### config.mk
export PLATFORM = sky130hd
export DESIGN_NAME = gamma_lut_ctrl
export DESIGN_NICKNAME = d
export VERILOG_FILES = /design/src/rtl/gamma_lut_ctrl_pkg.sv /design/src/rtl/gamma_lut_ctrl.sv
export SDC_FILE = /design/constraint.sdc
export NUM_CORES = 1
export LEC_CHECK = 0
export CAP_MARGIN = 20
export CORE_MARGIN = 1
export CORE_UTILIZATION = 43
export DETAILED_ROUTE_END_ITERATION = 12
export GPL_TIMING_DRIVEN = 0
export HOLD_SLACK_MARGIN = 0.12
export PLACE_DENSITY = 0.73
export SYNTH_ARGS = -nofsm -noshare
export SYNTH_HDL_FRONTEND = slang
export SYNTH_SLANG_ARGS = --single-unit
### constraint.sdc
create_clock -name clk -period 2.15 [get_ports clk]
set_input_delay 0.3225 -clock clk [delete_from_list [all_inputs] [get_ports clk]]
set_output_delay 0.3225 -clock clk [all_outputs]
set_load 0.01 [all_outputs]
### src/rtl/gamma_lut_ctrl_pkg.sv
// Shared types and helpers for the gamma LUT controller: default widths,
// FSM state encoding and the identity-curve scaling used during init fill.
package gamma_lut_ctrl_pkg;

  localparam int ADDR_W_DEF = 10;
  localparam int DATA_W_DEF = 12;

  typedef enum logic [1:0] {
    INIT,
    IDLE,
    PEND
  } lutStateT;

  // Stretch a 10-bit index to 12 bits by repeating its top bits, so 0 maps
  // to 0x000 and 1023 maps to 0xFFF.
  function automatic logic [DATA_W_DEF-1:0] identityScale(input logic [ADDR_W_DEF-1:0] idx);
    return {idx, idx[ADDR_W_DEF-1 -: (DATA_W_DEF - ADDR_W_DEF)]};
  endfunction

endpackage

### src/rtl/gamma_lut_ctrl.sv
// Double-buffered gamma LUT controller: identity fill of both banks after
// reset, host writes to the shadow bank, and frame-aligned bank swaps.
module gamma_lut_ctrl
  import gamma_lut_ctrl_pkg::*;
#(
  parameter int ADDR_W = ADDR_W_DEF,
  parameter int DATA_W = DATA_W_DEF
) (
  input  logic              clk,
  input  logic              rstn,
  input  logic              cfg_wr,
  input  logic [ADDR_W-1:0] cfg_addr,
  input  logic [DATA_W-1:0] cfg_wdata,
  output logic              cfg_ready,
  input  logic              commit_req,
  input  logic              frame_start,
  output logic              commit_ack,
  output logic              lut_we,
  output logic              lut_bank,
  output logic [ADDR_W-1:0] lut_addr,
  output logic [DATA_W-1:0] lut_wdata,
  output logic              active_bank,
  output logic              init_done
);

  lutStateT          state, nextState;
  logic [ADDR_W:0]   fillCnt, nextFillCnt;
  logic              activeBankNext;
  logic              lutWeNext;
  logic              lutBankNext;
  logic [ADDR_W-1:0] lutAddrNext;
  logic [DATA_W-1:0] lutWdataNext;
  logic              commitAckNext;
  logic              initDoneNext;

  // All controller state and LUT write-port outputs are registered here.
  always_ff @(posedge clk or negedge rstn) begin
    if (!rstn) begin
      state       <= INIT;
      fillCnt     <= '0;
      active_bank <= 1'b0;
      lut_we      <= 1'b0;
      lut_bank    <= 1'b0;
      lut_addr    <= '0;
      lut_wdata   <= '0;
      commit_ack  <= 1'b0;
      init_done   <= 1'b0;
    end else begin
      state       <= nextState;
      fillCnt     <= nextFillCnt;
      active_bank <= activeBankNext;
      lut_we      <= lutWeNext;
      lut_bank    <= lutBankNext;
      lut_addr    <= lutAddrNext;
      lut_wdata   <= lutWdataNext;
      commit_ack  <= commitAckNext;
      init_done   <= initDoneNext;
    end
  end

  // The fill counter's top bit selects the bank, so one pass covers both
  // banks. The bank only flips from PEND on frame_start, never mid-frame.
  always_comb begin
    nextState      = state;
    nextFillCnt    = fillCnt;
    activeBankNext = active_bank;
    lutWeNext      = 1'b0;
    lutBankNext    = lut_bank;
    lutAddrNext    = lut_addr;
    lutWdataNext   = lut_wdata;
    commitAckNext  = 1'b0;
    initDoneNext   = init_done;
    cfg_ready      = 1'b0;

    case (state)
      INIT: begin
        lutWeNext    = 1'b1;
        lutBankNext  = fillCnt[ADDR_W];
        lutAddrNext  = fillCnt[ADDR_W-1:0];
        lutWdataNext = DATA_W'(identityScale(ADDR_W_DEF'(fillCnt[ADDR_W-1:0])));
        if (&fillCnt) begin
          nextState    = IDLE;
          initDoneNext = 1'b1;
        end else begin
          nextFillCnt = fillCnt + 1'b1;
        end
      end
      IDLE: begin
        cfg_ready = 1'b1;
        if (cfg_wr) begin
          lutWeNext    = 1'b1;
          lutBankNext  = ~active_bank;
          lutAddrNext  = cfg_addr;
          lutWdataNext = cfg_wdata;
        end
        if (commit_req) begin
          nextState = PEND;
        end
      end
      PEND: begin
        if (frame_start) begin
          activeBankNext = ~active_bank;
          commitAckNext  = 1'b1;
          nextState      = IDLE;
        end
      end
      default: nextState = INIT;
    endcase
  end

endmodule

==> results of run 1 <==
-- where the power goes --
part | total (W) | switching [W] | internal, W
logic | 0.00142 | 0.000578 | 0.000847
registers | 0.00131 | 0.000280 | 0.00103
clock network | 0.000527 | 0.000271 | 0.000256
-- cell usage in the layout (no fill, tap or decap), types with 3 or more instances in the layout --
cell              n
dfrtp_1          40
o22a_1           42
nand3_1           3
inv_1             5
xnor2_1           3
clkbuf_8          6
clkdlybuf4s50_1  53
clkbuf_1          4
and3_1            3
nand2_1           5
a21oi_1           4
buf_2             8
a21oi_2           3
-- registers in the layout, summed over array words and instances, names as in the netlist --
| register | flops |
|---|---|
| commit_ack | 1 |
| lut_wdata | 12 |
| init_done | 1 |
| lut_bank | 1 |
| fillCnt | 11 |
| active_bank | 1 |
| state | 2 |
| lut_we | 1 |
| lut_addr | 10 |
-- path summary, 6_finish.rpt --
kind / start / to / slack, ps / cells past startpoint
worst min register to register: init_done / init_done / 480 / 1
worst max-delay path: state[0] / cfg_ready / 120 / 3
worst min-delay path: rstn / fillCnt[2] / 150 / 1
max in group asynchronous: rstn / commit_ack / 1440 / 1
min in group clk: init_done / init_done / 480 / 1
worst max register to register: fillCnt[1] / fillCnt[1] / 420 / 4
-- stage by stage --
stage | setup TNS, ps | total power [W] | cells
after floorplan | 0 | 0.00207 | 155
after global placement | -7370 | 0.00270 | 259
after detailed placement | 0 | 0.00274 | 259
after CTS | 0 | 0.00328 | 267
after global routing | 0 | 0.00345 | 267
final | 0 | 0.00326 | 267
-- kinds of logic (layout without fill, tap and decap cells) --
logic type / after synthesis / after routing / synth area share, %
simple gates: 26 / 26 / 10.3
compound gates: 61 / 61 / 27.4
buf+inv: 19 / 81 / 4.96
flops: 40 / 40 / 52.3
fa+ha+maj: 1 / 1 / 0.653
mux: 5 / 5 / 3.07
xor+xnor: 3 / 3 / 1.37
-- final cells by class --
cell class                 instances  area, um^2  share of cell area [%]
inverter                           5        18.8                   0.720
clock inverter                     2        10.0                   0.384
multi-input combinational         96         820                    31.4
sequential                        40        1000                    38.4
tap                               50        62.6                    2.40
timing repair buffer              54         536                    20.5
buffer                            14        76.3                    2.93
clock buffer                       6        82.6                    3.17
-- per-layer routing --
| layer | vias to the layer above | wire, um |
|---|---|---|
| met1 | 783 | 2280 |
| li1 | 716 | - |
| met2 | 43 | 2390 |
| met5 | - | 0 |
| met4 | 0 | 79 |
| met3 | 6 | 236 |
==> results.md, run 1 <==
- Status: complete, no violations
- IO Count: 55
- Worst vdd ir: 803 uV
- Final setup fails: 0
- Measured slew at the worst slew-check pin: 906 ps
- Busiest grt layer: met2
- Critical path fanouts, max: 10
- Die area: 4730 um^2
- Fin crit share: 94.3%
- Largest cells by area after synthesis: dfrtp_1, o22a_1, buf_2
- Final WS setup: 123 ps
- Async SR Flop Fraction: 100%
- Register area share after synthesis: 52.3%
- Max-slew violations: 0
- Min cycle time layout: 2030 ps
- Met2 GRT Util: 37.0%
- Final Cell Area: 2610 um^2
- Pwr Density: 1250 nW/um^2
- Rows: 23
- GP Congestion: 0.804
- Die W: 68.7 um
- Met1 Usage GRT: 30.2%
- Drt total wl: 4990 um
- Commonest cells post-synth: o22a_1, dfrtp_1, buf_2, inv_1, nand2_1
- Initial Util: 46.2%
- Grt total ovfl: 0
- Setup crit end kind: output port
- Antenna Cells: 0
- Synth warn: 0
- Post-Syn Nets: 183
- Die Y: 68.7 um
- CP required: 1830 ps
- Clock Skews: 4.33 ps
- Post-synth EDFFs: 0
- Hold Path Class: in -> async
- Vias in the first global route: 1518
- DR vias: 1548
- Detail Route Antenna Nets: 0
- Worst skew pair latency: 300 ps
- Synth unique cells: 41
- Synth top area share: 52.3%
- PostCTS Resize Cnt: 0
- First-pass GRT wire length: 7710 um
- Syn Inst Count: 155
- Delay-heaviest family, CP: buffers and inverters
- Fraction of final layout cells sized beyond drive strength 1: 15.7%
- Post-layout util: 62.9%
- CORE AREA: 4140 um^2
- CP bufs+invs: 2
- Vias per cell: 5.80
- CTS Buf Count: 5
- Hold-fix buffer count after cts: 0
- Initial antenna violation count: 0
- CTS tree: built
- Grt met3 use: 6.09%
- Clk sinks: 40
- Rel. slew slack: 39.6%
- Post-CTS Setup Inserts: 0
- CP max-delay cell: clkdlybuf4s50_1
- DRT Pass-1 Iters: 4
- H-tree levels: 2
- Synth area leader: dfrtp_1
- CP max stage delay: 550 ps
- DPL Wire Length: 3490 um
- Type of the worst setup path: reg -> out
- Area growth from synthesis to layout: 36.1%
- Cell Area, Placed: 2510 um^2
- Unrepaired setup endpoints after global routing: no
- Final hold slack: 146 ps
- Drt first-iter violations: 104
- Avg Inst Size Synth: 12.4 um^2
- Critical path startpoint category: register
- Wire length per cell: 18.7 um
- Main synth FF type: dfrtp_1
- Synth Register Bits: 40
- Largest net degree at the start of global routing: 41
- Clock transition at path regs: 80 ps
- Dpl ws: 409 ps
- Clk root buf: clkbuf_8
- Worst endpoint data arrival time: 1700 ps
- Max Freq: 493 MHz
- CTS Buffer Depth: 2
- DRC viols: 0
- Port buffer count: 54
- Endpoints failing hold: 0
- Cell with the most instances after synthesis: o22a_1
- Synth Cell Area: 1920 um^2
- Critical path, cell by cell: buf_2 -> and2b_2 -> clkdlybuf4s50_1
- Total of max-cap violations: 0
- Nets: 244
- Gr usage total: 23.2%
- # fillers: 349
- Leakage: 1.07 nW
(Power assumes the default switching activity.)
==> run 2: changes to the inputs <==
--- a/config.mk
+++ b/config.mk
@@ -6,6 +6,7 @@
 export NUM_CORES = 1
 export LEC_CHECK = 0
 export CAP_MARGIN = 20
+export CORE_ASPECT_RATIO = 1.25
 export CORE_MARGIN = 1
 export CORE_UTILIZATION = 43
 export DETAILED_ROUTE_END_ITERATION = 12
==> results.md, run 2 (synthesis results as in run 1) <==
- Status: complete, no violations
- CTS Buffer Depth: 2 (unchanged)
- CTS Buf Count: 5 (unchanged)
- CP required: 1830 ps (about the same)
- PostCTS Resize Cnt: 0 (unchanged)
- Vias in the first global route: 1660 (+9.4%)
- Nets: 244 (unchanged)
- Leakage: 1.07 nW (-0.51%)
- Grt total ovfl: 0 (unchanged)
- Drt total wl: 4870 um (-2.3%)
- Die Y: 76.6 um (+11%)
- Clock transition at path regs: 80 ps (about the same)
- CORE AREA: 4160 um^2 (+0.48%)
- Rows: 26 (+13%)
- # fillers: 371 (+6.3%)
- Unrepaired setup endpoints after global routing: no
- Detail Route Antenna Nets: 0 (unchanged)
- Area growth from synthesis to layout: 36.3%
- GP Congestion: 0.731 (-9.0%)
- Initial Util: 46.0% (-0.22 points)
- IO Count: 55 (unchanged)
- Hold Path Class: in -> async
- Pwr Density: 1250 nW/um^2 (-0.55%)
- Placed insts: 265 (+2.3%)
- Largest net degree at the start of global routing: 41 (unchanged)
- Vias per cell: 5.52 (-4.9%)
- Clk sinks: 40 (unchanged)
- Gr usage total: 23.5% (+0.22 points)
- Most frequent cells in the layout: clkdlybuf4s50_1, o22a_1, dfrtp_1, buf_2
- Critical path fanouts, max: 10 (unchanged)
- Reg with most FFs: lut_wdata
- Critical path startpoint category: register
- Dpl ws: 401 ps (-8.18 ps)
- Final setup fails: 0 (unchanged)
- Min cycle time layout: 2010 ps (-14.2 ps)
- DRC viols: 0 (unchanged)
- Final WS setup: 138 ps (+14.2 ps)
- CTS tree: built
- First-pass GRT wire length: 8100 um (+5.0%)
- Port buffer count: 54 (unchanged)
- Worst endpoint data arrival time: 1690 ps (about the same)
- Non-filler cells, final: 273 (+2.2%)
- Type of the worst setup path: reg -> out
- Initial antenna violation count: 0 (unchanged)
- Rel. slew slack: 41.4% (+1.8 points)
- DR vias: 1506 (-2.7%)
- Antenna Cells: 0 (unchanged)
- Fin crit share: 93.6% (-0.66 points)
- Endpoints failing hold: 0 (unchanged)
- Die W: 61.7 um (-10%)
- Worst skew pair latency: 300 ps (about the same)
- Setup crit end kind: output port
- Total of max-cap violations: 0 (unchanged)
- Clock Skews: 6.37 ps (+2.05 ps)
- H-tree levels: 2 (unchanged)
- Drt first-iter violations: 53 (-49%)
- Total Power: 0.00325 W (-0.35%)
- DRT Pass-1 Iters: 4 (unchanged)
- Max FFs per register: 12 (unchanged)
- Max Freq: 497 MHz (+0.70%)
- Post-CTS Setup Inserts: 0 (unchanged)
- Fraction of final layout cells sized beyond drive strength 1: 14.7% (-0.92 points)
- Measured slew at the worst slew-check pin: 879 ps (-27.5 ps)
- Hold-fix buffer count after cts: 0 (unchanged)
- Max-slew violations: 0 (unchanged)
- Worst vdd ir: 711 uV (-12%)
- DPL Wire Length: 3480 um (-0.12%)
- Most common cell after layout, fill and taps aside: clkdlybuf4s50_1
- Regs by FF count: lut_wdata (12), fillCnt (11), lut_addr (10)
- Die area: 4730 um^2 (about the same)
- Wire length per cell: 17.8 um (-4.4%)
- Clk root buf: clkbuf_8
## run 2: worst paths after layout
| kind | start | to | slack (ps) | cells after the start |
|---|---|---|---|---|
| worst max-delay path | state[1] | cfg_ready | 140 | 3 |
| worst min-delay path | rstn | fillCnt[4] | 140 | 1 |
| worst max register to register | fillCnt[0] | fillCnt[1] | 430 | 4 |
| worst min register to register | init_done | init_done | 490 | 1 |
| max in group asynchronous | rstn | lut_addr[4] | 1450 | 1 |
| min in group clk | init_done | init_done | 490 | 1 |
## run 2: metrics by stage
step | util [%] | instance area (um^2) | setup TNS (ps) | hold WS (ps)
floorplan | - | 1920 | 0 | 26.9
global placement | 60.7 | 2530 | -8280 | 470
detailed placement | 60.5 | 2520 | 0 | 471
CTS | 62.7 | 2610 | 0 | 172
global route | 62.7 | 2610 | 0 | 205
finish | 62.7 | 2610 | 0 | 137
## run 2: metal layers
layer	wire [um]	vias up	GRT usage [%]
met1	2080	746	29.2
met4	73	0	8.44
met5	0	-	0
li1	-	717	-
met3	241	5	7.13
met2	2480	38	37.4
## run 2: area by class of cell
class                      instances  area (um^2)  area share [%]
buffer                            14         76.3            2.92
clock buffer                       8         90.1            3.45
inverter                           5         18.8           0.719
multi-input combinational         96          820            31.4
sequential                        40         1000            38.3
tap                               56         70.1            2.68
timing repair buffer              54          536            20.5
## run 2: critical path: stages (launching register included)
cell	delay [ps]
dfrtp_1	370
buf_2	200
and2b_2	280
clkdlybuf4s50_1	540
## run 2: where the power goes
part	switching, W	internal (W)
clock network	0.000252	0.000262
logic	0.000580	0.000849
registers	0.000277	0.00103
total	0.00111	0.00214
==> run 3: changes to the inputs <==
--- a/config.mk
+++ b/config.mk
@@ -6,7 +6,6 @@
 export NUM_CORES = 1
 export LEC_CHECK = 0
 export CAP_MARGIN = 20
-export CORE_ASPECT_RATIO = 1.25
 export CORE_MARGIN = 1
 export CORE_UTILIZATION = 43
 export DETAILED_ROUTE_END_ITERATION = 12
==> results of run 3 <==
The final DEF is identical to that of run 1; final timing and power are the same.
